$ cat config.mk
export PLATFORM = sky130hd
export DESIGN_NAME = instruction_decode_fetch
export DESIGN_NICKNAME = d
export VERILOG_FILES = /design/src/rtl/instruction_decode_fetch.sv
export SDC_FILE = /design/constraint.sdc
export NUM_CORES = 1
export LEC_CHECK = 0
export ABC_AREA = 1
export CAP_MARGIN = 5
export CORE_AREA = 4 4 266 268
export CTS_CLUSTER_DIAMETER = 60
export DETAILED_ROUTE_END_ITERATION = 10
export DIE_AREA = 0 0 270 272
export GPL_ROUTABILITY_DRIVEN = 0
export HOLD_SLACK_MARGIN = 0.03
export PLACE_DENSITY_LB_ADDON = 0.2
export SYNTH_ARGS = -nofsm -noshare
export SYNTH_HDL_FRONTEND = slang
export SYNTH_SLANG_ARGS = --single-unit
$ cat constraint.sdc
create_clock -name Clock -period 19.1 [get_ports Clock]
set_input_delay 2.865 -clock Clock [delete_from_list [all_inputs] [get_ports Clock]]
set_output_delay 2.865 -clock Clock [all_outputs]
set_load 0.02 [all_outputs]
$ cat src/rtl/instruction_decode_fetch.sv
// Fetch/decode front end: reads one instruction from the code ROM, gathers both
// source rows from data RAM (with write-back forwarding) and hands them to the execution unit.
module instruction_decode_fetch #(
    parameter int                OP_W       = 16,
    parameter int                ADDR_W     = 16,
    parameter int                ROM_ADDR_W = 16,
    parameter int                ROW_W      = 96,
    parameter logic [OP_W-1:0]   RETURN_OP  = 16'h0001
) (
    input  logic                      Clock,
    input  logic                      Reset,
    input  logic                      iStart,
    input  logic [ROM_ADDR_W-1:0]     iInitialIp,
    output logic [ROM_ADDR_W-1:0]     oIP,
    input  logic [OP_W+3*ADDR_W-1:0]  iInstruction,
    output logic [ADDR_W-1:0]         oRAMReadAddress0,
    output logic [ADDR_W-1:0]         oRAMReadAddress1,
    input  logic [ROW_W-1:0]          iRAMReadData0,
    input  logic [ROW_W-1:0]          iRAMReadData1,
    input  logic                      iRAMWriteEnable,
    input  logic [ADDR_W-1:0]         iLastDestination,
    input  logic [ROW_W-1:0]          iRAMWriteData,
    input  logic                      iExeBusy,
    input  logic                      iBranchTaken,
    input  logic                      iBranchNotTaken,
    input  logic [ROM_ADDR_W-1:0]     iJumpIp,
    output logic                      oDecodeDone,
    output logic [OP_W-1:0]           oOperation,
    output logic [ADDR_W-1:0]         oDestination,
    output logic [ROW_W-1:0]          oSource0,
    output logic [ROW_W-1:0]          oSource1,
    output logic                      oBusy,
    output logic                      oDone
);

    localparam int INSTR_W = OP_W + 3*ADDR_W;

    localparam logic [2:0] S_IDLE        = 3'd0;
    localparam logic [2:0] S_FETCH       = 3'd1;
    localparam logic [2:0] S_DECODE      = 3'd2;
    localparam logic [2:0] S_OPERAND     = 3'd3;
    localparam logic [2:0] S_ISSUE       = 3'd4;
    localparam logic [2:0] S_BRANCH_WAIT = 3'd5;
    localparam logic [2:0] S_HALT        = 3'd6;

    logic [2:0]            state;
    logic [2:0]            state_next;
    logic [ROM_ADDR_W-1:0] ip;

    logic [OP_W-1:0]       op_q;
    logic [ADDR_W-1:0]     dest_q;
    logic [ADDR_W-1:0]     src0_q;
    logic [ADDR_W-1:0]     src1_q;

    logic [ROW_W-1:0]      row0_q;
    logic [ROW_W-1:0]      row1_q;
    logic                  fwd0_q;
    logic                  fwd1_q;

    logic [OP_W-1:0]       instr_op;
    logic [ADDR_W-1:0]     instr_dest;
    logic [ADDR_W-1:0]     instr_src1;
    logic [ADDR_W-1:0]     instr_src0;

    logic                  match0;
    logic                  match1;
    logic [ROW_W-1:0]      row0_next;
    logic [ROW_W-1:0]      row1_next;
    logic                  operand_exit;

    assign instr_op   = iInstruction[INSTR_W-1 -: OP_W];
    assign instr_dest = iInstruction[3*ADDR_W-1 -: ADDR_W];
    assign instr_src1 = iInstruction[2*ADDR_W-1 -: ADDR_W];
    assign instr_src0 = iInstruction[ADDR_W-1:0];

    // ROM and RAM are synchronous, so addresses are presented combinationally in the
    // cycle before the data is needed: ip during FETCH, raw instruction fields during DECODE.
    assign oIP              = ip;
    assign oRAMReadAddress0 = (state == S_DECODE) ? instr_src0 : src0_q;
    assign oRAMReadAddress1 = (state == S_DECODE) ? instr_src1 : src1_q;

    assign oDecodeDone = (state == S_ISSUE);
    assign oBusy       = (state != S_IDLE) && (state != S_HALT);
    assign oDone       = (state == S_HALT);

    // A write-back hitting a source wins over the RAM read; once a source has been
    // forwarded the stale RAM data must never overwrite it again.
    always_comb begin
        match0    = iRAMWriteEnable && (iLastDestination == src0_q);
        match1    = iRAMWriteEnable && (iLastDestination == src1_q);
        row0_next = match0 ? iRAMWriteData : (fwd0_q ? row0_q : iRAMReadData0);
        row1_next = match1 ? iRAMWriteData : (fwd1_q ? row1_q : iRAMReadData1);
    end

    assign operand_exit = (state == S_OPERAND) && !iExeBusy;

    always_comb begin
        state_next = state;
        case (state)
            S_IDLE:        if (iStart) state_next = S_FETCH;
            S_FETCH:       state_next = S_DECODE;
            S_DECODE:      state_next = S_OPERAND;
            S_OPERAND:     if (!iExeBusy) state_next = S_ISSUE;
            S_ISSUE: begin
                if (op_q == RETURN_OP)
                    state_next = S_HALT;
                else if (op_q[OP_W-1])
                    state_next = S_BRANCH_WAIT;
                else
                    state_next = S_FETCH;
            end
            S_BRANCH_WAIT: if (iBranchTaken || iBranchNotTaken) state_next = S_FETCH;
            S_HALT:        if (iStart) state_next = S_FETCH;
            default:       state_next = S_IDLE;
        endcase
    end

    // Instruction pointer: loaded on start, advanced after a plain instruction or an
    // untaken branch, redirected on a taken branch (taken wins if both are reported).
    always_ff @(posedge Clock or posedge Reset) begin
        if (Reset) begin
            state <= S_IDLE;
            ip    <= '0;
        end else begin
            state <= state_next;
            case (state)
                S_IDLE, S_HALT: begin
                    if (iStart) ip <= iInitialIp;
                end
                S_ISSUE: begin
                    if ((op_q != RETURN_OP) && !op_q[OP_W-1])
                        ip <= ip + ROM_ADDR_W'(1);
                end
                S_BRANCH_WAIT: begin
                    if (iBranchTaken)
                        ip <= iJumpIp;
                    else if (iBranchNotTaken)
                        ip <= ip + ROM_ADDR_W'(1);
                end
                default: ;
            endcase
        end
    end

    always_ff @(posedge Clock or posedge Reset) begin
        if (Reset) begin
            op_q   <= '0;
            dest_q <= '0;
            src0_q <= '0;
            src1_q <= '0;
        end else if (state == S_DECODE) begin
            op_q   <= instr_op;
            dest_q <= instr_dest;
            src0_q <= instr_src0;
            src1_q <= instr_src1;
        end
    end

    // Forwarded flags are cleared when a new instruction is decoded so each
    // instruction starts from fresh RAM data.
    always_ff @(posedge Clock or posedge Reset) begin
        if (Reset) begin
            row0_q <= '0;
            row1_q <= '0;
            fwd0_q <= 1'b0;
            fwd1_q <= 1'b0;
        end else if (state == S_DECODE) begin
            fwd0_q <= 1'b0;
            fwd1_q <= 1'b0;
        end else if (state == S_OPERAND) begin
            row0_q <= row0_next;
            row1_q <= row1_next;
            if (match0) fwd0_q <= 1'b1;
            if (match1) fwd1_q <= 1'b1;
        end
    end

    // Outputs load from the final OPERAND capture and then hold until the next issue.
    always_ff @(posedge Clock or posedge Reset) begin
        if (Reset) begin
            oOperation   <= '0;
            oDestination <= '0;
            oSource0     <= '0;
            oSource1     <= '0;
        end else if (operand_exit) begin
            oOperation   <= op_q;
            oDestination <= dest_q;
            oSource0     <= row0_next;
            oSource1     <= row1_next;
        end
    end

endmodule
==> results of run 1 <==
==> cells in the final DEF, fill, tap and decap left out, types with 24 or more instances in the layout <==
cell type	netlist	final
mux2i_1	192	192
clkbuf_16	0	61
inv_1	163	162
diode_2	0	24
nor2_1	60	59
nand4_1	195	195
o21ai_0	50	50
clkdlybuf4s50_1	0	681
nand2_1	1307	1307
buf_4	2	28
nand3_1	408	408
dfrtp_1	501	499
==> power groups by stage <==
stage | clock [mW] | sequential, mW | combinational, mW
2_1_floorplan | 0 | 2.12 | 1.03
3_3_place_gp | 0 | 1.89 | 2.33
3_5_place_dp | 0 | 1.90 | 2.35
4_1_cts | 1.23 | 1.89 | 2.36
5_1_grt | 1.27 | 1.95 | 2.55
6_report | 1.20 | 1.89 | 2.34
==> metal layers <==
layer	GRT usage, %	wire length [µm]	up-vias
met2	42.3	46500	903
met5	0	60	-
met4	10.4	3900	10
met1	33.0	40700	11600
met3	5.87	7010	193
li1	-	-	11500
==> through the flow <==
step	power [mW]	instance area, µm²	cells	utilization, %	hold WS [ns]
floorplan	3.15	25200	3159	-	0.442
global placement	4.22	32500	4541	47.5	0.454
detailed placement	4.24	32500	4541	47.5	0.458
CTS	5.47	34500	4650	50.5	0.472
global route	5.77	34600	4666	50.6	0.485
finish	5.43	34600	4674	50.6	0.469
==> cell type report <==
type,instances,area (µm²),share of cell area [%]
repair buffers,711,7070,20.4
diodes,24,60.1,0.174
well taps,882,1100,3.19
inverters,171,662,1.91
clock buffers,87,1750,5.07
flip-flops and latches,501,12500,36.3
multi-input cells,2276,11100,32.0
clock inverters,22,318,0.919
==> path summary, 6_finish.rpt <==
| path | startpoint | end | slack (ns) | cells past startpoint |
|---|---|---|---|---|
| setup / recovery | iInstruction[19] | oRAMReadAddress1[3] | 12.04 | 4 |
| hold / removal | oOperation[13] | oOperation[13] | 0.47 | 2 |
| setup reg to reg | src0_q[7] | oSource0[28] | 15.55 | 10 |
| hold reg to reg | oOperation[13] | oOperation[13] | 0.47 | 2 |
| max in group asynchronous | Reset | row1_q[54] | 13.74 | 4 |
| min in group asynchronous | Reset | oDestination[14] | 2.87 | 2 |
==> state kept, by name, indices dropped and copies added, names as in the netlist, 96 cells and up <==
| name | cells |
|---|---|
| row0_q | 96 |
| oSource1 | 96 |
| oSource0 | 96 |
| row1_q | 96 |
==> worst max-delay path, stage by stage <==
cell	delay, ns
clkdlybuf4s50_1	0.46
nand2_1	0.05
nand2_1	0.19
clkdlybuf4s50_1	0.63
==> kinds of logic after synthesis <==
| logic type | after synthesis | synth area share, % |
|---|---|---|
| simple gates | 1988 | 34.0 |
| flops | 501 | 49.8 |
| buf+inv | 382 | 6.27 |
| mux | 192 | 7.64 |
| compound gates | 83 | 1.85 |
| xor+xnor | 12 | 0.418 |
| fa+ha+maj | 1 | 0.0497 |
==> summary.md, run 1 <==
| Metric | Value |
|---|---|
| Post-synth cell types | `33` |
| Fin crit period | `7.06 ns` |
| Combinational share of power | `43.0%` |
| Syn-to-layout area delta | `37.5%` |
| Core ar. | `68300 µm²` |
| CTS Hold Bufs | `0` |
| All-layer global routing usage | `25.7%` |
| Post-route ant nets | `0` |
| Chip height | `272 µm` |
| Clock latency on the worst-skew pair | `0.60 ns` |
| Io pins | `682` |
| Highest clock rate | `142 MHz` |
| Core Rows | `96` |
| P_sw | `2.19 mW` |
| Top post-synthesis cells by count | `nand2_1 (1307), dfrtp_1 (501), nand3_1 (408)` |
| Clock Skew | `0.0132 ns` |
| Sw frac | `40.2%` |
| RSZ-0062 raised after global routing | `no` |
| Wire per inst | `21.0 µm` |
| CTS tree | `yes` |
| Yosys warns | `0` |
| Root Buffer | `clkbuf_16` |
| EDFF count, synth | `0` |
| #FFs+latches synth | `501` |
| Worst vdd ir | `0.000104 V` |
| Final setup fails | `0` |
| Most frequent cell after synthesis | `nand2_1` |
| CTS max path bufs | `3` |
| Pwr dens | `157 nW/µm²` |
| Top_reg_cell synth | `dfrtp_1` |
| Die area | `73400 µm²` |
| TritonCTS buffer count | `59` |
| Vias in the first global route | `23.9k` |
| Share of layout cells above drive strength 1 | `4.01%` |
| Tightest Hold Check Type | `reg -> reg` |
| Status | `finished clean` |
| Starting Density | `36.8%` |
| Synth Cell Area | `25200 µm²` |
| First-pass GRT wire length | `148000 µm` |
| Post-synth top area cell | `dfrtp_1` |
| CP startpoint kind | `input port` |
| Slew Limit Headroom | `22.2%` |
| Post-synth top area share | `49.8%` |
| Final #Nets | `4128` |
| DRT iter0 DRCs | `2209` |
| Initial antenna violation count | `25` |
| Hold Fails Final Rpt | `0` |
| Post-Syn Area per Cell | `7.97 µm²` |
| Total grt overflow | `0` |
| Num Clock Sinks | `501` |
| Postcts setup bufs | `0` |
| Final HPWL DP | `64400 µm` |
| Post-synthesis cell count | `3159` |
| Critical path class | `in -> out` |
| MaxCap Viol Count | `0` |
| CTS HTree Levels | `2` |
| Static Leak | `16.4 nW` |
| Final Cycle Share | `37.0%` |
| Clock power share | `22.1%` |
| CP max FO | `2` |
| Setup crit end kind | `primary output` |
| Ranking of synthesized cells by area | `dfrtp_1 (50%), nand2_1 (19%), nand3_1 (8.1%)` |
| Sequential area share after synthesis | `49.8%` |
| CP Data Required Time | `16.23 ns` |
| Crit path arrival time | `4.20 ns` |
| Reg clk slew, reported paths | `0.06 ns` |
| Final setup margin | `12.04 ns` |
| Die X | `270 µm` |
| PortBufs | `681` |
| Place WS | `12.00 ns` |
| Fillcell total | `6520` |
| Via Count | `24.3k` |
| Syn Nets | `3567` |
| Setup TNS | `0 ns` |
| Pins Over Slew Limit | `0` |
| Number of remaining DRC errors | `0` |
| Worst slew pin tran | `1.17 ns` |
| Cell internal pwr | `3.25 mW` |
| Async set-reset flop share out of synthesis | `100%` |
| Largest net degree at the start of global routing | `159` |
| Drt via density | `5.19` |
| Final WL | `98100 µm` |
| Post_cts resized | `0` |
| DRT Pass-1 Iters | `8` |
| Flop pwr share | `34.9%` |
Power figures use the tool's default switching activity.
==> run 2, diff against run 1 <==
--- a/config.mk
+++ b/config.mk
@@ -7,10 +7,10 @@
 export LEC_CHECK = 0
 export ABC_AREA = 1
 export CAP_MARGIN = 5
-export CORE_AREA = 4 4 266 268
+export CORE_AREA = 4 4 267 269
 export CTS_CLUSTER_DIAMETER = 60
 export DETAILED_ROUTE_END_ITERATION = 10
-export DIE_AREA = 0 0 270 272
+export DIE_AREA = 0 0 271 273
 export GPL_ROUTABILITY_DRIVEN = 0
 export HOLD_SLACK_MARGIN = 0.03
 export PLACE_DENSITY_LB_ADDON = 0.2
==> constraint.sdc (replaced) <==
create_clock -name Clock -period 5.7 [get_ports Clock]
set_input_delay 0.855 -clock Clock [delete_from_list [all_inputs] [get_ports Clock]]
set_output_delay 0.855 -clock Clock [all_outputs]
set_load 0.02 [all_outputs]
==> run 2 against run 1 <==
Register-to-register slack lost 13 ns. Count of clock-buffer cells in the layout grew 8. Utilization is 0.15 points lower. Clock skew up 0.015 ns. Via count is 0.44% higher. Sequential share of layout area is essentially flat. Die area up 0.74%. Largest cell class unchanged.
==> summary.md, run 2 (synthesis gave the netlist of run 1 again) <==
| Metric | Value |
|---|---|
| Via Count | `24.4k (+0.44%)` |
| PortBufs | `681 (unchanged)` |
| CTS max path bufs | `3 (unchanged)` |
| Setup TNS | `0 ns (unchanged)` |
| TritonCTS buffer count | `60 (+1.7%)` |
| Setup crit end kind | `primary output` |
| Critical path's largest stage delay | `0.59 ns (-0.04 ns)` |
| Fillcell total | `6641 (+1.9%)` |
| Vias in the first global route | `23.8k (-0.77%)` |
| Worst slew pin tran | `1.01 ns (-0.159 ns)` |
| Multi-input logic area | `11100 µm² (unchanged)` |
| CTS HTree Levels | `2 (unchanged)` |
| Crit path buf inv count | `3 (+1)` |
| All-layer global routing usage | `25.6% (-0.068 points)` |
| CTS Hold Bufs | `0 (unchanged)` |
| Worst r2r path cells | `9 (-1)` |
| DRT Pass-1 Iters | `5 (-3)` |
| RR Endpoint | `oSource0[12]` |
| Worst Hold Margin | `0.469 ns (-0.000385 ns)` |
| Dpl cell area | `32700 µm² (+0.60%)` |
| Reg2reg setup slack | `2.35 ns (-13.20 ns)` |
| Syn-to-layout area delta | `37.5% (about the same)` |
| CP Data Required Time | `4.85 ns (-11.38 ns)` |
| Worst r2r src | `state[2]` |
| Final WL | `98400 µm (+0.31%)` |
| Drt via density | `5.15 (-0.67%)` |
| Cell mode on critical path | `nand2_1` |
| Final setup margin | `1.60 ns (-10.43 ns)` |
| Root Buffer | `clkbuf_16` |
| CTS tree | `yes` |
| Die area | `74000 µm² (+0.74%)` |
| Hold wc startpoint | `dest_q[7]` |
| Clock Skew | `0.0278 ns (+0.0146 ns)` |
| Critical path class | `reg -> out` |
| MaxCap Viol Count | `0 (unchanged)` |
| Final #Nets | `4139 (+0.27%)` |
| Clock power share | `21.0% (-1.1 points)` |
| Most common cell after layout, fill and taps aside | `nand2_1` |
| CP startpoint kind | `register` |
| Cell internal pwr | `10.6 mW (+230%)` |
| Hold Fails Final Rpt | `0 (unchanged)` |
| RSZ-0062 raised after global routing | `no` |
| Core ar. | `68600 µm² (+0.35%)` |
| Total grt overflow | `0 (unchanged)` |
| Clock latency on the worst-skew pair | `0.63 ns (+0.03 ns)` |
| Worst vdd ir | `0.000349 V (+230%)` |
| DRT iter0 DRCs | `2179 (-1.4%)` |
| Initial antenna violation count | `23 (-8.0%)` |
| Crit path arrival time | `3.24 ns (-0.96 ns)` |
| P_sw | `7.34 mW (+240%)` |
| Wire per inst | `20.8 µm (-0.79%)` |
| Number of remaining DRC errors | `0 (unchanged)` |
| Final Cell Area | `34600 µm² (about the same)` |
| Postcts setup bufs | `0 (unchanged)` |
| Post-route ant nets | `0 (unchanged)` |
| Final setup fails | `0 (unchanged)` |
| Chip height | `273 µm (+0.37%)` |
| Io pins | `682 (unchanged)` |
| Slew Limit Headroom | `32.8% (+11 points)` |
| Final Cycle Share | `71.9%` |
| Sw frac | `40.9% (+0.68 points)` |
| Fin crit period | `4.10 ns` |
| Total Power | `18.0 mW (+230%)` |
| CP max FO | `46 (+44)` |
| FF+latch area | `12500 µm² (unchanged)` |
| Die X | `271 µm (+0.37%)` |
| Combinational share of power | `43.7% (+0.7 points)` |
| Share of layout cells above drive strength 1 | `4.03% (+0.019 points)` |
| Num Clock Sinks | `501 (unchanged)` |
| Worst path top cell family by delay | `buffers and inverters` |
| Starting Density | `36.7% (-0.13 points)` |
| WHS Endpoint | `dest_q[7]` |
| Static Leak | `16.4 nW (-0.21%)` |
| Post_cts resized | `0 (unchanged)` |
| Flop pwr share | `35.3% (+0.4 points)` |
| Pins Over Slew Limit | `0 (unchanged)` |
| Tightest Hold Check Type | `reg -> reg` |
| First-pass GRT wire length | `149000 µm (+0.20%)` |
| Largest net degree at the start of global routing | `145 (-8.8%)` |
| Most frequent cells in the layout | `nand2_1 (1307), clkdlybuf4s50_1 (681), dfrtp_1 (499), nand3_1 (408), nand4_1 (195)` |
| Final HPWL DP | `65800 µm (+2.2%)` |
| Reg clk slew, reported paths | `0.06 ns (about the same)` |
| Pwr dens | `519 nW/µm² (+230%)` |
| Place WS | `1.86 ns (-10.14 ns)` |
| Hold path depth | `2 (unchanged)` |
| Worst path cell trace | `inv_1 > nand2_1 > nor2_4 > inv_2 > nand2_1 > nand2_1 > clkdlybuf4s50_1` |
| Status | `finished clean` |
| Core Rows | `96 (unchanged)` |
| Highest clock rate | `244 MHz` |
| Slowest-stage cell, CP | `clkdlybuf4s50_1` |
==> run 2: cell count changes in the layout (fill, tap and decap cells not counted), sizes merged <==
cell / delta
clkinvlp: +3
inv: +1
clkbuf: +8
bufinv: -7
diode: -4
buf: +10
clkinv: -8
==> run 2: stage by stage <==
stage	instances	util, %
2_1_floorplan	3159	-
3_3_place_gp	4600	47.6
3_5_place_dp	4600	47.6
4_1_cts	4706	50.4
5_1_grt	4722	50.5
6_report	4726	50.5
==> run 2: power by group through the flow <==
stage               combinational, mW  sequential [mW]  clock [mW]
global route                     8.57             6.54        3.99
finish                           7.84             6.34        3.77
CTS                              7.92             6.32        3.84
floorplan                        3.46             7.10           0
detailed placement               7.89             6.35           0
global placement                 7.83             6.33           0
==> run 2: worst reg2reg max path, stage by stage, from the launching register on <==
cell	delay, ns
dfrtp_1	0.41
inv_1	0.10
nand2_1	0.19
nor2_4	0.19
inv_6	0.23
nor2_4	0.28
buf_12	0.53
buf_4	0.92
nand3_1	0.32
nand2_1	0.12
==> run 2: per-layer routing <==
| metal | track usage [%] | vias to the layer above | part of all wire [%] |
|---|---|---|---|
| met3 | 5.13 | 166 | 7.1 |
| met5 | 0 | - | 0.027 |
| met1 | 34.0 | 11800 | 42 |
| met4 | 9.22 | 4 | 3.2 |
| li1 | - | 11500 | - |
| met2 | 42.0 | 916 | 48 |
==> run 2: worst max path at each step <==
stage | from | to | slack (ns) | cells past startpoint
final | state[2] | oRAMReadAddress0[9] | 1.60 | 7
after global routing | state[2] | oRAMReadAddress0[9] | 1.30 | 7
after CTS | state[2] | oRAMReadAddress0[5] | 1.52 | 7
after detailed placement | iLastDestination[6] | oSource1[33] | 1.86 | 12
after global placement | iLastDestination[6] | oSource1[33] | 1.89 | 12
after floorplan | Reset | dest_q[0] | -1.95 | 1
==> run 2: cell type report <==
class / count / share of cell area, %
diodes: 20 / 0.145
clock buffers: 95 / 5.21
clock inverters: 11 / 0.300
inverters: 171 / 1.90
multi-input cells: 2276 / 32.0
flip-flops and latches: 501 / 36.2
well taps: 931 / 3.37
repair buffers: 721 / 20.8
==> run 3, diff against run 2 <==
==> constraint.sdc (replaced) <==
create_clock -name Clock -period 3.63 [get_ports Clock]
set_input_delay 0.5445 -clock Clock [delete_from_list [all_inputs] [get_ports Clock]]
set_output_delay 0.5445 -clock Clock [all_outputs]
set_load 0.02 [all_outputs]
==> run 3 against run 2 <==
Via count grew 0.84%. First-iteration DRC count shrank 2.5%. Count of clock-buffer cells in the layout shrank 5. Global-route usage shrank 0.15 points. Critical path type unchanged. Critical endpoint is now oRAMReadAddress0[13]. Highest routed layer unchanged.
==> summary.md, run 3 (synthesis gave the netlist of run 1 again) <==
| Metric | Value |
|---|---|
| Critical path class | `reg -> out` |
| Total Power | `28.5 mW (+59%)` |
| Post-route ant nets | `0 (unchanged)` |
| Worst path cell trace | `inv_1 > nand2_1 > nor2_4 > buf_4 > nand2_1 > o21ai_0 > clkdlybuf4s50_1` |
| Busiest grt layer | `met2` |
| Number of remaining DRC errors | `0 (unchanged)` |
| Die area | `74000 µm² (unchanged)` |
| Largest net degree at the start of global routing | `136 (-6.2%)` |
| Slew Limit Headroom | `29.4% (-3.4 points)` |
| Initial antenna violation count | `24 (+4.3%)` |
| Io pins | `682 (unchanged)` |
| Crit path arrival time | `2.66 ns (-0.58 ns)` |
| M3 GR Usage | `5.14% (+0.0088 points)` |
| Post_cts resized | `0 (unchanged)` |
| DRT Pass-1 Iters | `5 (unchanged)` |
| Final #Nets | `4151 (+0.29%)` |
| DRT iter0 DRCs | `2124 (-2.5%)` |
| Drt via density | `5.18 (+0.52%)` |
| Vias in the first global route | `24.0k (+0.88%)` |
| CTS tree | `yes` |
| Static Leak | `16.6 nW (+0.99%)` |
| Cell mode on critical path | `nand2_1` |
| Setup crit end kind | `primary output` |
| Most frequent cells in the layout | `nand2_1 (1307), clkdlybuf4s50_1 (681), dfrtp_1 (499), nand3_1 (408), nand4_1 (195)` |
| Slowest-stage cell, CP | `clkdlybuf4s50_1` |
| Most common cell after layout, fill and taps aside | `nand2_1` |
| Clock Skew | `0.0278 ns (-0.0000251 ns)` |
| Crit path buf inv count | `3 (unchanged)` |
| Core Rows | `96 (unchanged)` |
| M2 GR Usage | `41.5% (-0.46 points)` |
| Tightest Hold Check Type | `in -> async` |
| Dpl cell area | `32900 µm² (+0.68%)` |
| CP startpoint kind | `register` |
| CTS Hold Bufs | `0 (unchanged)` |
| Fin crit period | `3.21 ns` |
| Worst vdd ir | `0.000863 V (+150%)` |
| Postcts setup bufs | `0 (unchanged)` |
| CP Data Required Time | `3.09 ns (-1.76 ns)` |
| Root Buffer | `clkbuf_16` |
| Share of layout cells above drive strength 1 | `4.72% (+0.69 points)` |
| Worst slew pin tran | `1.06 ns (+0.0508 ns)` |
| Num Clock Sinks | `501 (unchanged)` |
| Final WL | `98100 µm (-0.35%)` |
| First-pass GRT wire length | `149000 µm (about the same)` |
| Met1 GRT Util | `33.7% (-0.29 points)` |
| CTS HTree Levels | `2 (unchanged)` |
| Final Cell Area | `34900 µm² (+0.92%)` |
| Status | `finished clean` |
| Pins Over Slew Limit | `0 (unchanged)` |
| Starting Density | `36.7% (unchanged)` |
| Chip height | `273 µm (unchanged)` |
| Core ar. | `68600 µm² (unchanged)` |
| Reg clk slew, reported paths | `0.06 ns (about the same)` |
| All-layer global routing usage | `25.5% (-0.15 points)` |
| Clock latency on the worst-skew pair | `0.62 ns (about the same)` |
| Final HPWL DP | `66200 µm (+0.63%)` |
| Total grt overflow | `0 (unchanged)` |
| Hold Fails Final Rpt | `0 (unchanged)` |
| Pwr dens | `817 nW/µm² (+57%)` |
| Highest clock rate | `312 MHz` |
| Worst path top cell family by delay | `buffers and inverters` |
| Cell Count, Final, Fillers Out | `4741 (+0.32%)` |
| Critical path's largest stage delay | `0.67 ns (+0.08 ns)` |
| MaxCap Viol Count | `0 (unchanged)` |
| RSZ-0062 raised after global routing | `no` |
| CTS max path bufs | `3 (unchanged)` |
| Placed Cells incl. Taps | `4613 (+0.28%)` |
| TritonCTS buffer count | `59 (-1.7%)` |
| Final core utilization | `50.9% (+0.46 points)` |
| Final Cycle Share | `88.4%` |
| Final setup fails | `0 (unchanged)` |
| Die X | `271 µm (unchanged)` |
| Wire per inst | `20.7 µm (-0.67%)` |
| Via Count | `24.6k (+0.84%)` |
| CP max FO | `24 (-48%)` |
| Syn-to-layout area delta | `38.8%` |
| PortBufs | `681 (unchanged)` |
[run 3: cell types whose count changed in the layout (fill, tap and decap cells not counted), sizes merged]
cell	before	now
inv	173	176
clkinv	5	12
clkbuf	95	90
bufinv	1	3
buf	40	53
clkinvlp	3	2
diode	20	16
[run 3: through the flow]
| stage | hold WS [ns] | setup TNS [ns] | worst slack (ns) |
|---|---|---|---|
| 2_1_floorplan | 0.442 | -1860.19 | -3.71 |
| 3_3_place_gp | 0.454 | 0 | 0.730 |
| 3_5_place_dp | 0.458 | 0 | 0.703 |
| 4_1_cts | 0.253 | 0 | 0.368 |
| 5_1_grt | 0.293 | 0 | 0.233 |
| 6_report | 0.288 | 0 | 0.422 |
[run 3: layer usage]
layer	share of wire, %	up-vias
met5	0.11	-
met4	3.6	14
met3	6.9	188
met2	47	950
met1	42	11900
li1	-	11500
[run 3: power by group]
group	total [mW]	internal (mW)	switching [mW]
Clock	6.14	3.62	2.52
Sequential	10.0	8.29	1.73
Combinational	12.4	5.01	7.36
Total	28.5	16.9	11.6
[run 3: area by class of cell]
type / instances / area, µm²
diodes: 16 / 40.0
inverters: 171 / 658
flip-flops and latches: 501 / 12500
repair buffers: 734 / 7430
multi-input cells: 2276 / 11100
well taps: 931 / 1160
clock buffers: 90 / 1790
fillers: 6521 / 33700
clock inverters: 22 / 220
[run 3: worst paths after layout]
path / from / endpoint / slack [ns] / cells past startpoint
worst max-delay path: state[2] / oRAMReadAddress0[13] / 0.42 / 7
worst min-delay path: Reset / row0_q[31] / 0.29 / 2
worst max register to register: state[2] / oSource1[48] / 1.11 / 8
worst min register to register: dest_q[7] / dest_q[7] / 0.47 / 2
max in group asynchronous: Reset / row0_q[49] / 2.20 / 3
min in group Clock: dest_q[7] / dest_q[7] / 0.47 / 2
